===== config.mk =====
export PLATFORM = sky130hd
export DESIGN_NAME = instr_decode_flat
export DESIGN_NICKNAME = d
export VERILOG_FILES = /design/src/rtl/instr_decode_if.sv /design/src/rtl/instr_decode.sv /design/src/flat_wrapper.sv
export SDC_FILE = /design/constraint.sdc
export NUM_CORES = 2
export LEC_CHECK = 0
export ABC_CLOCK_PERIOD_IN_PS = 2850
export BUFFER_PORTS_ARGS = -buffer_cell sky130_fd_sc_hd__clkbuf_2
export CORE_MARGIN = 2
export CORE_UTILIZATION = 40
export CTS_BUF_LIST = sky130_fd_sc_hd__clkbuf_4
export CTS_CLUSTER_DIAMETER = 150
export CTS_CLUSTER_SIZE = 14
export DETAILED_ROUTE_END_ITERATION = 8
export GPL_TIMING_DRIVEN = 0
export HOLD_SLACK_MARGIN = 0.02
export PLACE_DENSITY = 0.6
export SYNTH_ARGS = -nofsm -noshare
export SYNTH_HDL_FRONTEND = slang
export SYNTH_SLANG_ARGS = --single-unit
export TNS_END_PERCENT = 1

===== constraint.sdc =====
create_clock -name clk -period 2.85 [get_ports clk]
set_input_delay 0.4275 -clock clk [delete_from_list [all_inputs] [get_ports clk]]
set_output_delay 0.4275 -clock clk [all_outputs]
set_load 0.01 [all_outputs]

===== src/rtl/instr_decode_if.sv =====
// Connections of the decode stage: fetch word and handshake, register write-back,
// and the registered ID/EX slot handed to execute.
interface instr_decode_if #(
    parameter int REG_ADDR_W = 5
);
    logic [63:0]           reg_if_id;
    logic                  if_valid;
    logic                  flush;
    logic                  wb_we;
    logic [REG_ADDR_W-1:0] wb_addr;
    logic [31:0]           wb_data;
    logic                  stall;
    logic                  jump_taken;
    logic [31:0]           jump_target;
    logic                  ex_valid;
    logic [31:0]           ex_pc;
    logic [31:0]           ex_rs_val;
    logic [31:0]           ex_rt_val;
    logic [31:0]           ex_imm;
    logic [31:0]           ex_br_target;
    logic [4:0]            ex_rs;
    logic [4:0]            ex_rt;
    logic [4:0]            ex_rd;
    logic [9:0]            ex_ctrl;
    logic                  illegal;

    modport master (
        output reg_if_id, if_valid, flush, wb_we, wb_addr, wb_data,
        input  stall, jump_taken, jump_target, ex_valid, ex_pc, ex_rs_val, ex_rt_val,
               ex_imm, ex_br_target, ex_rs, ex_rt, ex_rd, ex_ctrl, illegal
    );

    modport slave (
        input  reg_if_id, if_valid, flush, wb_we, wb_addr, wb_data,
        output stall, jump_taken, jump_target, ex_valid, ex_pc, ex_rs_val, ex_rt_val,
               ex_imm, ex_br_target, ex_rs, ex_rt, ex_rd, ex_ctrl, illegal
    );
endinterface


===== src/rtl/instr_decode.sv =====
// MIPS32-subset decode stage: register file, control decode, load-use stall
// detection and the ID/EX pipeline register.
module instr_decode #(
    parameter int REG_ADDR_W = 5,
    parameter bit WB_BYPASS  = 1'b1
) (
    input logic           clk,
    input logic           reset,
    instr_decode_if.slave dif
);
    localparam int NUM_REGS = 2 ** REG_ADDR_W;

    localparam logic [3:0] ALU_ADD = 4'd0;
    localparam logic [3:0] ALU_SUB = 4'd1;
    localparam logic [3:0] ALU_AND = 4'd2;
    localparam logic [3:0] ALU_OR  = 4'd3;
    localparam logic [3:0] ALU_SLT = 4'd4;

    localparam logic [5:0] OP_RTYPE = 6'h00;
    localparam logic [5:0] OP_J     = 6'h02;
    localparam logic [5:0] OP_BEQ   = 6'h04;
    localparam logic [5:0] OP_ADDI  = 6'h08;
    localparam logic [5:0] OP_LW    = 6'h23;
    localparam logic [5:0] OP_SW    = 6'h2B;

    logic [31:0] pc, instr, pc_plus4, imm;
    logic [5:0]  opcode, funct;
    logic [4:0]  rs, rt, rd;
    logic [REG_ADDR_W-1:0] rs_idx, rt_idx;

    assign pc       = dif.reg_if_id[63:32];
    assign instr    = dif.reg_if_id[31:0];
    assign pc_plus4 = pc + 32'd4;
    assign opcode   = instr[31:26];
    assign rs       = instr[25:21];
    assign rt       = instr[20:16];
    assign rd       = instr[15:11];
    assign funct    = instr[5:0];
    assign imm      = {{16{instr[15]}}, instr[15:0]};
    assign rs_idx   = rs[REG_ADDR_W-1:0];
    assign rt_idx   = rt[REG_ADDR_W-1:0];

    logic [NUM_REGS-1:0][31:0] rf;
    logic [31:0] rs_val, rt_val;

    always_ff @(posedge clk or negedge reset) begin
        if (!reset) begin
            rf <= '0;
        end else if (dif.wb_we && dif.wb_addr != '0) begin
            rf[dif.wb_addr] <= dif.wb_data;
        end
    end

    // r0 is forced to zero on read, so a write to it can never be observed.
    always_comb begin
        rs_val = rf[rs_idx];
        if (WB_BYPASS && dif.wb_we && dif.wb_addr == rs_idx) rs_val = dif.wb_data;
        if (rs_idx == '0) rs_val = '0;
    end

    always_comb begin
        rt_val = rf[rt_idx];
        if (WB_BYPASS && dif.wb_we && dif.wb_addr == rt_idx) rt_val = dif.wb_data;
        if (rt_idx == '0) rt_val = '0;
    end

    logic [9:0] ctrl;
    logic [4:0] dest;
    logic       is_illegal, is_jump, uses_rt;

    // ctrl = {reg_write, mem_read, mem_write, mem_to_reg, alu_src, branch, alu_op}
    always_comb begin
        ctrl       = '0;
        dest       = '0;
        is_illegal = 1'b0;
        is_jump    = 1'b0;
        uses_rt    = 1'b0;
        case (opcode)
            OP_RTYPE: begin
                uses_rt = 1'b1;
                if (instr != '0) begin
                    dest = rd;
                    case (funct)
                        6'h20:   ctrl = {6'b100000, ALU_ADD};
                        6'h22:   ctrl = {6'b100000, ALU_SUB};
                        6'h24:   ctrl = {6'b100000, ALU_AND};
                        6'h25:   ctrl = {6'b100000, ALU_OR};
                        6'h2A:   ctrl = {6'b100000, ALU_SLT};
                        default: begin
                            dest       = '0;
                            is_illegal = 1'b1;
                        end
                    endcase
                end
            end
            OP_ADDI: begin
                ctrl = {6'b100010, ALU_ADD};
                dest = rt;
            end
            OP_LW: begin
                ctrl = {6'b110110, ALU_ADD};
                dest = rt;
            end
            OP_SW: begin
                ctrl    = {6'b001010, ALU_ADD};
                uses_rt = 1'b1;
            end
            OP_BEQ: begin
                ctrl    = {6'b000001, ALU_SUB};
                uses_rt = 1'b1;
            end
            OP_J:    is_jump = 1'b1;
            default: is_illegal = 1'b1;
        endcase
    end

    logic load_use, issue;

    // The bubble inserted by a stall clears ex_valid, so each hazard stalls once.
    assign load_use = dif.ex_valid & dif.ex_ctrl[8] & (dif.ex_rd != 5'd0) &
                      ((dif.ex_rd == rs) | (uses_rt & (dif.ex_rd == rt)));

    assign dif.stall       = dif.if_valid & ~dif.flush & load_use;
    assign dif.jump_taken  = dif.if_valid & ~dif.flush & ~load_use & is_jump;
    assign dif.jump_target = {pc_plus4[31:28], instr[25:0], 2'b00};
    assign issue           = dif.if_valid & ~dif.flush & ~load_use & ~is_jump;

    always_ff @(posedge clk or negedge reset) begin
        if (!reset) begin
            dif.ex_valid     <= 1'b0;
            dif.ex_pc        <= '0;
            dif.ex_rs_val    <= '0;
            dif.ex_rt_val    <= '0;
            dif.ex_imm       <= '0;
            dif.ex_br_target <= '0;
            dif.ex_rs        <= '0;
            dif.ex_rt        <= '0;
            dif.ex_rd        <= '0;
            dif.ex_ctrl      <= '0;
            dif.illegal      <= 1'b0;
        end else begin
            dif.ex_pc    <= pc;
            dif.ex_valid <= issue;
            if (issue) begin
                dif.ex_rs_val    <= rs_val;
                dif.ex_rt_val    <= rt_val;
                dif.ex_imm       <= imm;
                dif.ex_br_target <= pc_plus4 + {imm[29:0], 2'b00};
                dif.ex_rs        <= rs;
                dif.ex_rt        <= rt;
                dif.ex_rd        <= dest;
                dif.ex_ctrl      <= ctrl;
                dif.illegal      <= is_illegal;
            end else begin
                dif.ex_rs_val    <= '0;
                dif.ex_rt_val    <= '0;
                dif.ex_imm       <= '0;
                dif.ex_br_target <= '0;
                dif.ex_rs        <= '0;
                dif.ex_rt        <= '0;
                dif.ex_rd        <= '0;
                dif.ex_ctrl      <= '0;
                dif.illegal      <= 1'b0;
            end
        end
    end
endmodule

===== src/flat_wrapper.sv =====
// flat-port wrapper written by rule: the top's interface ports become plain ports
module instr_decode_flat 
#(
    parameter int REG_ADDR_W = 5,
    parameter bit WB_BYPASS  = 1'b1
)
  (clk, reset, dif_reg_if_id, dif_if_valid, dif_flush, dif_wb_we, dif_wb_addr, dif_wb_data, dif_stall, dif_jump_taken, dif_jump_target, dif_ex_valid, dif_ex_pc, dif_ex_rs_val, dif_ex_rt_val, dif_ex_imm, dif_ex_br_target, dif_ex_rs, dif_ex_rt, dif_ex_rd, dif_ex_ctrl, dif_illegal);
  instr_decode_if #(.REG_ADDR_W(REG_ADDR_W)) dif_i ();
  input logic clk;
  input logic reset;
  input wire logic [$bits(dif_i.reg_if_id)-1:0] dif_reg_if_id;
  input wire logic [$bits(dif_i.if_valid)-1:0] dif_if_valid;
  input wire logic [$bits(dif_i.flush)-1:0] dif_flush;
  input wire logic [$bits(dif_i.wb_we)-1:0] dif_wb_we;
  input wire logic [$bits(dif_i.wb_addr)-1:0] dif_wb_addr;
  input wire logic [$bits(dif_i.wb_data)-1:0] dif_wb_data;
  output wire logic [$bits(dif_i.stall)-1:0] dif_stall;
  output wire logic [$bits(dif_i.jump_taken)-1:0] dif_jump_taken;
  output wire logic [$bits(dif_i.jump_target)-1:0] dif_jump_target;
  output wire logic [$bits(dif_i.ex_valid)-1:0] dif_ex_valid;
  output wire logic [$bits(dif_i.ex_pc)-1:0] dif_ex_pc;
  output wire logic [$bits(dif_i.ex_rs_val)-1:0] dif_ex_rs_val;
  output wire logic [$bits(dif_i.ex_rt_val)-1:0] dif_ex_rt_val;
  output wire logic [$bits(dif_i.ex_imm)-1:0] dif_ex_imm;
  output wire logic [$bits(dif_i.ex_br_target)-1:0] dif_ex_br_target;
  output wire logic [$bits(dif_i.ex_rs)-1:0] dif_ex_rs;
  output wire logic [$bits(dif_i.ex_rt)-1:0] dif_ex_rt;
  output wire logic [$bits(dif_i.ex_rd)-1:0] dif_ex_rd;
  output wire logic [$bits(dif_i.ex_ctrl)-1:0] dif_ex_ctrl;
  output wire logic [$bits(dif_i.illegal)-1:0] dif_illegal;
  assign dif_i.reg_if_id = dif_reg_if_id;
  assign dif_i.if_valid = dif_if_valid;
  assign dif_i.flush = dif_flush;
  assign dif_i.wb_we = dif_wb_we;
  assign dif_i.wb_addr = dif_wb_addr;
  assign dif_i.wb_data = dif_wb_data;
  assign dif_stall = dif_i.stall;
  assign dif_jump_taken = dif_i.jump_taken;
  assign dif_jump_target = dif_i.jump_target;
  assign dif_ex_valid = dif_i.ex_valid;
  assign dif_ex_pc = dif_i.ex_pc;
  assign dif_ex_rs_val = dif_i.ex_rs_val;
  assign dif_ex_rt_val = dif_i.ex_rt_val;
  assign dif_ex_imm = dif_i.ex_imm;
  assign dif_ex_br_target = dif_i.ex_br_target;
  assign dif_ex_rs = dif_i.ex_rs;
  assign dif_ex_rt = dif_i.ex_rt;
  assign dif_ex_rd = dif_i.ex_rd;
  assign dif_ex_ctrl = dif_i.ex_ctrl;
  assign dif_illegal = dif_i.illegal;
  instr_decode #(.REG_ADDR_W(REG_ADDR_W), .WB_BYPASS(WB_BYPASS)) u_core (.clk(clk), .reset(reset), .dif(dif_i));
endmodule

Word-level counts from Yosys, hierarchy flattened:

Index checks and enable logic that the tools add are counted.
Widths: inputs -> output; s select.

* register bits after elaboration: 1211
* input bits: 106
* output and inout port bits: 221
* logic and storage cells: 121

* $add $sub $neg: 2
* $lt $le $gt $ge: 4
* equality and inequality tests: 14
* multiplexer cells: 31
* bitwise logic cells: 13
* reduce and logical (&&, ||, !) cells: 14

Operators with widths (count)
* $bwmux 1024: 1
* $mux 32: 11
* $bmux 32 s5: 2
* $demux 32 s5: 1
* $pmux 10 s5: 2
* $eq 6x6->1 const B: 7
* $add 32x3->32 const B: 1
* $add 32x32->32: 1
* $reduce_bool 32->1: 1
* $mux 5: 5
* $eq 5x5->1: 4
* $mux 10: 2
* $lt 5x6->1 const B: 3
* $logic_not 5->1: 2
* $pmux 5 s2: 1
* $reduce_bool 5->1: 2
* $reduce_or 5->1: 2
* $and 1x1->1: 9
* $eq 6x2->1 const B: 1
* $eq 6x3->1 const B: 1
* $eq 6x4->1 const B: 1
* $logic_not 6->1: 1
* $ge 5x1->1 const B: 1
* $mux 1: 5
* other kinds (6): 11

Depth between registers and ports, before layout:

* word-level depth: 10
* gate-level depth with buffers: 14
* gate-level depth less buffers: 14

Worst setup path after synthesis:

No wires, ideal clock.

* kind: input port to flip-flop
* from: in dif_reg_if_id[40]
* to: reg u_core.dif.ex_br_target[31] (netlist bit)
* library setup time: 119 ps
* arrival time: 3174 ps
* required time: 2731 ps
* slack: -443 ps
* stages on the path: 13
* path buffers: 1
* cell sequence: nand4_2 -> or4_1 -> buf_2 -> or2_2 -> xnor2_1 -> ha_1 -> and3_1 -> and2_1 -> nand2_1 -> a2111oi_0 -> nor3_1 -> xnor3_1 -> and2_1

* word-level cells in the longest chain between the ends: 3

Ends and longest elaborated chain
* from (decl): RTL line flat_wrapper.sv:11 `input wire logic [$bits(dif_i.reg_if_id)-1:0] dif_reg_if_id;`
* $add 32x3->32: RTL line instr_decode.sv:33 `assign pc_plus4 = pc + 32'd4;`
* $add 32x32->32: RTL line instr_decode.sv:148 `dif.ex_br_target <= pc_plus4 + {imm[29:0], 2'b00};`
* $mux 32: RTL line instr_decode.sv:144 `if (issue) begin`
* to (signal assigned): RTL line instr_decode.sv:148
* to (decl): RTL line instr_decode_if.sv:36 `ex_imm, ex_br_target, ex_rs, ex_rt, ex_rd, ex_ctrl, illegal`

Every way passes these cells.
A chain may end at the register's enable or synchronous reset.

Worst setup path after layout:

* from: in dif_reg_if_id[24]
* to: reg u_core.dif.ex_rs_val[20]

* word-level cells in the longest chain between the ends: 7
* elaborated cells on any way between the ends: 14
* classes of those cells: eq/ne: 2; mux: 5; bitwise: 5; reduce/logical: 2

Ends and longest elaborated chain
* parallel branches: the longest is 6 deep, another holds $bmux 32 s5
* $mux 32 *: RTL line instr_decode.sv:144
* to (signal assigned): RTL line instr_decode.sv:145 `dif.ex_rs_val <= rs_val;`
* to (decl): RTL line instr_decode_if.sv:35 `output stall, jump_taken, jump_target, ex_valid, ex_pc, ex_rs_val, ex_rt_val,`

Mark *: on every way between the ends. The select of a mux whose other input is x is not followed.

==> summary.txt <==
Timing
  – Fin Setup TNS: -22220 ps
  – Slew Viols, Final: 44
  – Fin Clk Skew: 87.7 ps
  – Hold slack: 98.9 ps
  – Crit share post-route: 1.25
  – Peak Freq: 281 MHz
  – Max-slew headroom: -0.0776
  – Unrepaired setup endpoints after global routing: true
  – PnR worst setup slack: -709 ps
  – Minimum clock period: 3560 ps
  – Endpoints failing hold: 0
  – Worst slew pin tran: 1620 ps
  – Setup violators final: 93

Hold path
  – Hold Crit Class: input port to register

GRT
  – Vias in the first global route: about 45000
  – Largest net degree at the start of global routing: 111
  – Wire length of the first global-routing pass: 380000 microns
  – Gr ovfl total: 0
  – Total track usage: 0.342
  – Antenna violations before repair: 38

Final layout
  – Nets: 5246
  – Area Overhead vs Synth: 11.9%
  – Share of cells above drive strength 1: 0.423
  – Fill count: ~14000

Route
  – Drt pass-1 iters: 9
  – Initial drt markers: 5774
  – DR DRC count: 0
  – Number of vias per cell: between 6 and 7
  – Antenna viol nets, final: 0
  – Wire per inst: 38.9 microns
  – Vias: about 47000
  – WL final: 280000 microns

Synth
  – Post-synth top area share: 0.474
  – Top-count cell post-synth: dfrtp_1
  – Cell Area, Synth: around 63000 sq um
  – Netlist cell types: 64
  – Register area share after synthesis: 0.474
  – Cells after synthesis: 4536
  – Post-synth EDFFs: 0
  – Syn_area_per_cell: ~14 sq um
  – Post-synthesis sequential element count: between 1000 and 1500
  – Synth Flop Type: dfrtp_1
  – Area contributors post-synth: dfrtp_1 47%, mux2_2 18%, mux4_2 15%
  – Post-synth top cells: 1193 x dfrtp_1, 1005 x mux2_2, 408 x mux4_2
  – Biggest area consumer among synthesized cells: dfrtp_1
  – Yosys warns: 0
  – Share of flip-flops with an asynchronous set or reset: 1.00

Clock tree
  – CTS sink cnt: 1193
  – Max Buffers Root-to-Sink: 3
  – Htree depth: 3
  – TritonCTS clock tree: yes
  – Root Driver: clkbuf_4
  – Num CTS Buffers: 95
  – Worst-skew pair later-pin latency: 1240 ps
  – Clock transition at path regs: 150 ps

Die
  – DIE HEIGHT: 401 microns
  – Row count: between 100 and 150
  – Die Wd: 401 microns
  – Initial Util: 0.403
  – IO Pins: 327
  – Area of the die: 161000 sq um
  – Core Area: around 160000 sq um

Critical path
  – Maximum net fanout on the critical path: 10
  – Startpoint types: input port
  – Critical-path cell list: clkbuf_2 -> clkbuf_1 -> buf_1 -> clkbuf_1 -> a211oi_1 -> a21oi_1 -> mux2i_1 -> a211oi_4
  – Crit Path Category: input port to register
  – Crit-path slowest cell: buf_1
  – Crit. End Element: register
  – WP data arrival: 4610 ps
  – Most used cell, CP: clkbuf_1
  – Crit-path max cell delay: just over 1000 ps
  – Data required, critical path: roughly 3900 ps

Pwr
  – Sw Ratio: 0.337
  – Pleak: 31.1 nW
  – Pint: 0.0270 W
  – Comb power frac: 0.278
  – Pwr dens: between 500 and 600 nW/um^2
  – Clk pwr share: 0.184
  – Switch Pwr: 0.0137 W
  – Peak VDD IR: 0.371 mV
  – Flop pwr share: 0.539

Placed design
  – Detailed Place HPWL: 201000 microns
  – Placer Congestion: 1.04
  – Pre-CTS WS: -2630 ps
  – Number of port buffers: roughly 310

Outcome
  – Failing checks: capacitance limit, slew limit, setup timing
  – Status: complete, but fails checks

Run
  – MaxCap Viol Count: 4
[layout by cell type (no fill, tap or decap), types with 70 or more instances in the layout]
| master | Yosys | routed |
|---|---|---|
| dlygate4sd3_1 | 0 | 131 |
| clkbuf_4 | 0 | 105 |
| buf_4 | 53 | 70 |
| clkbuf_1 | 313 | 247 |
| mux2i_1 | 349 | 349 |
| buf_2 | 80 | 79 |
| mux2_2 | 1005 | 1005 |
| nand2_1 | 79 | 78 |
| a221oi_1 | 120 | 118 |
| o21ai_0 | 90 | 83 |
| clkbuf_2 | 0 | 370 |
| dfrtp_1 | 1193 | 1189 |
| a21oi_1 | 97 | 87 |
| nor2_1 | 119 | 110 |
| mux4_2 | 408 | 408 |
[kinds of logic after synthesis]
logic type,Yosys count,synth area share
mux,1762,0.381
flops,1193,0.474
buf+inv,526,0.0363
compound gates,501,0.0556
simple gates,450,0.0366
xor+xnor,67,0.00965
fa+ha+maj,36,0.00727
other cells,1,0.0000595
[stage by stage]
stage | utilization | instance area [sq um] | std cells | power, W
floorplan | - | 63100 | 4538 | 0.0286
global placement | 0.430 | 67200 | 6907 | 0.0325
detailed placement | 0.433 | 67700 | 6923 | 0.0328
CTS | 0.449 | 70300 | 7166 | 0.0403
global route | 0.451 | 70500 | 7175 | 0.0420
finish | 0.451 | 70500 | 7187 | 0.0407
[state kept, by name, summed over array words and instances, names as in the netlist]
signal / flops
u_core.dif.ex_rs_val: 32
u_core.dif.ex_pc: 32
u_core.dif.ex_rd: 5
u_core.dif.ex_rs: 5
u_core.dif.ex_rt: 5
u_core.dif.ex_ctrl: 8
u_core.rf: 1024
u_core.dif.ex_valid: 1
u_core.dif.illegal: 1
u_core.dif.ex_imm: 16
u_core.dif.ex_br_target: 32
u_core.dif.ex_rt_val: 32
[power by group through the flow]
stage | combinational (W) | clock, W | sequential (W)
2_1_floorplan | 0.00706 | 0 | 0.0215
3_3_place_gp | 0.0105 | 0 | 0.0221
3_5_place_dp | 0.0107 | 0 | 0.0222
4_1_cts | 0.0110 | 0.00753 | 0.0218
5_1_grt | 0.0117 | 0.00806 | 0.0223
6_report | 0.0113 | 0.00747 | 0.0219
[final cells by class]
| class | instances | area [sq um] | share of cell area |
|---|---|---|---|
| inverters | 16 | 70.1 | 0.000994 |
| clock buffers | 99 | 743 | 0.0105 |
| flip-flops and latches | 1193 | 29900 | 0.424 |
| repair buffers | 469 | 3400 | 0.0483 |
| multi-input cells | 2819 | 31400 | 0.445 |
| well taps | 2058 | 2570 | 0.0365 |
| clock inverters | 4 | 27.5 | 0.000390 |
| diodes | 19 | 47.5 | 0.000674 |
| plain buffers | 510 | 2400 | 0.0340 |
[path summary, 6_finish.rpt]
| kind | slack (ps) | endpoint | startpoint | depth (start not counted) |
|---|---|---|---|---|
| setup / recovery | -710 | u_core.dif.ex_rs_val[20] | dif_reg_if_id[24] | 8 |
| hold / removal | 100 | u_core.dif.ex_imm[7] | dif_reg_if_id[7] | 3 |
| setup reg to reg | -420 | u_core.dif.ex_rt_val[21] | u_core.dif.ex_rd[0] | 10 |
| hold reg to reg | 500 | u_core.rf[27] | u_core.rf[27] | 1 |
| max in group asynchronous | 660 | u_core.rf[158] | reset | 6 |
| min in group asynchronous | 500 | u_core.rf[719] | reset | 4 |
[layer usage]
layer	global-route usage	vias up	part of all wire
met3	0.110	874	0.12
met1	0.436	24900	0.38
met5	0	-	0.00053
met4	0.222	18	0.077
li1	-	18200	-
met2	0.500	3219	0.43
[worst max-delay path: cells and delay by family]
kind,cells,cell delay (ps)
AO/OA/AOI/OAI,3,900
buffers and inverters,4,3010
multiplexers,1,190
[repair_timing]
action | 4_1_cts | 5_1_grt
setup buffers | 5 | 1
gates resized for setup | 127 | 33
setup endpoints to repair | 121 | 118
hold buffers | 135 | 1
pin swaps | 3 | 5
endpoints found under the hold margin | 1414 | 2
(Power assumes the default switching activity.)
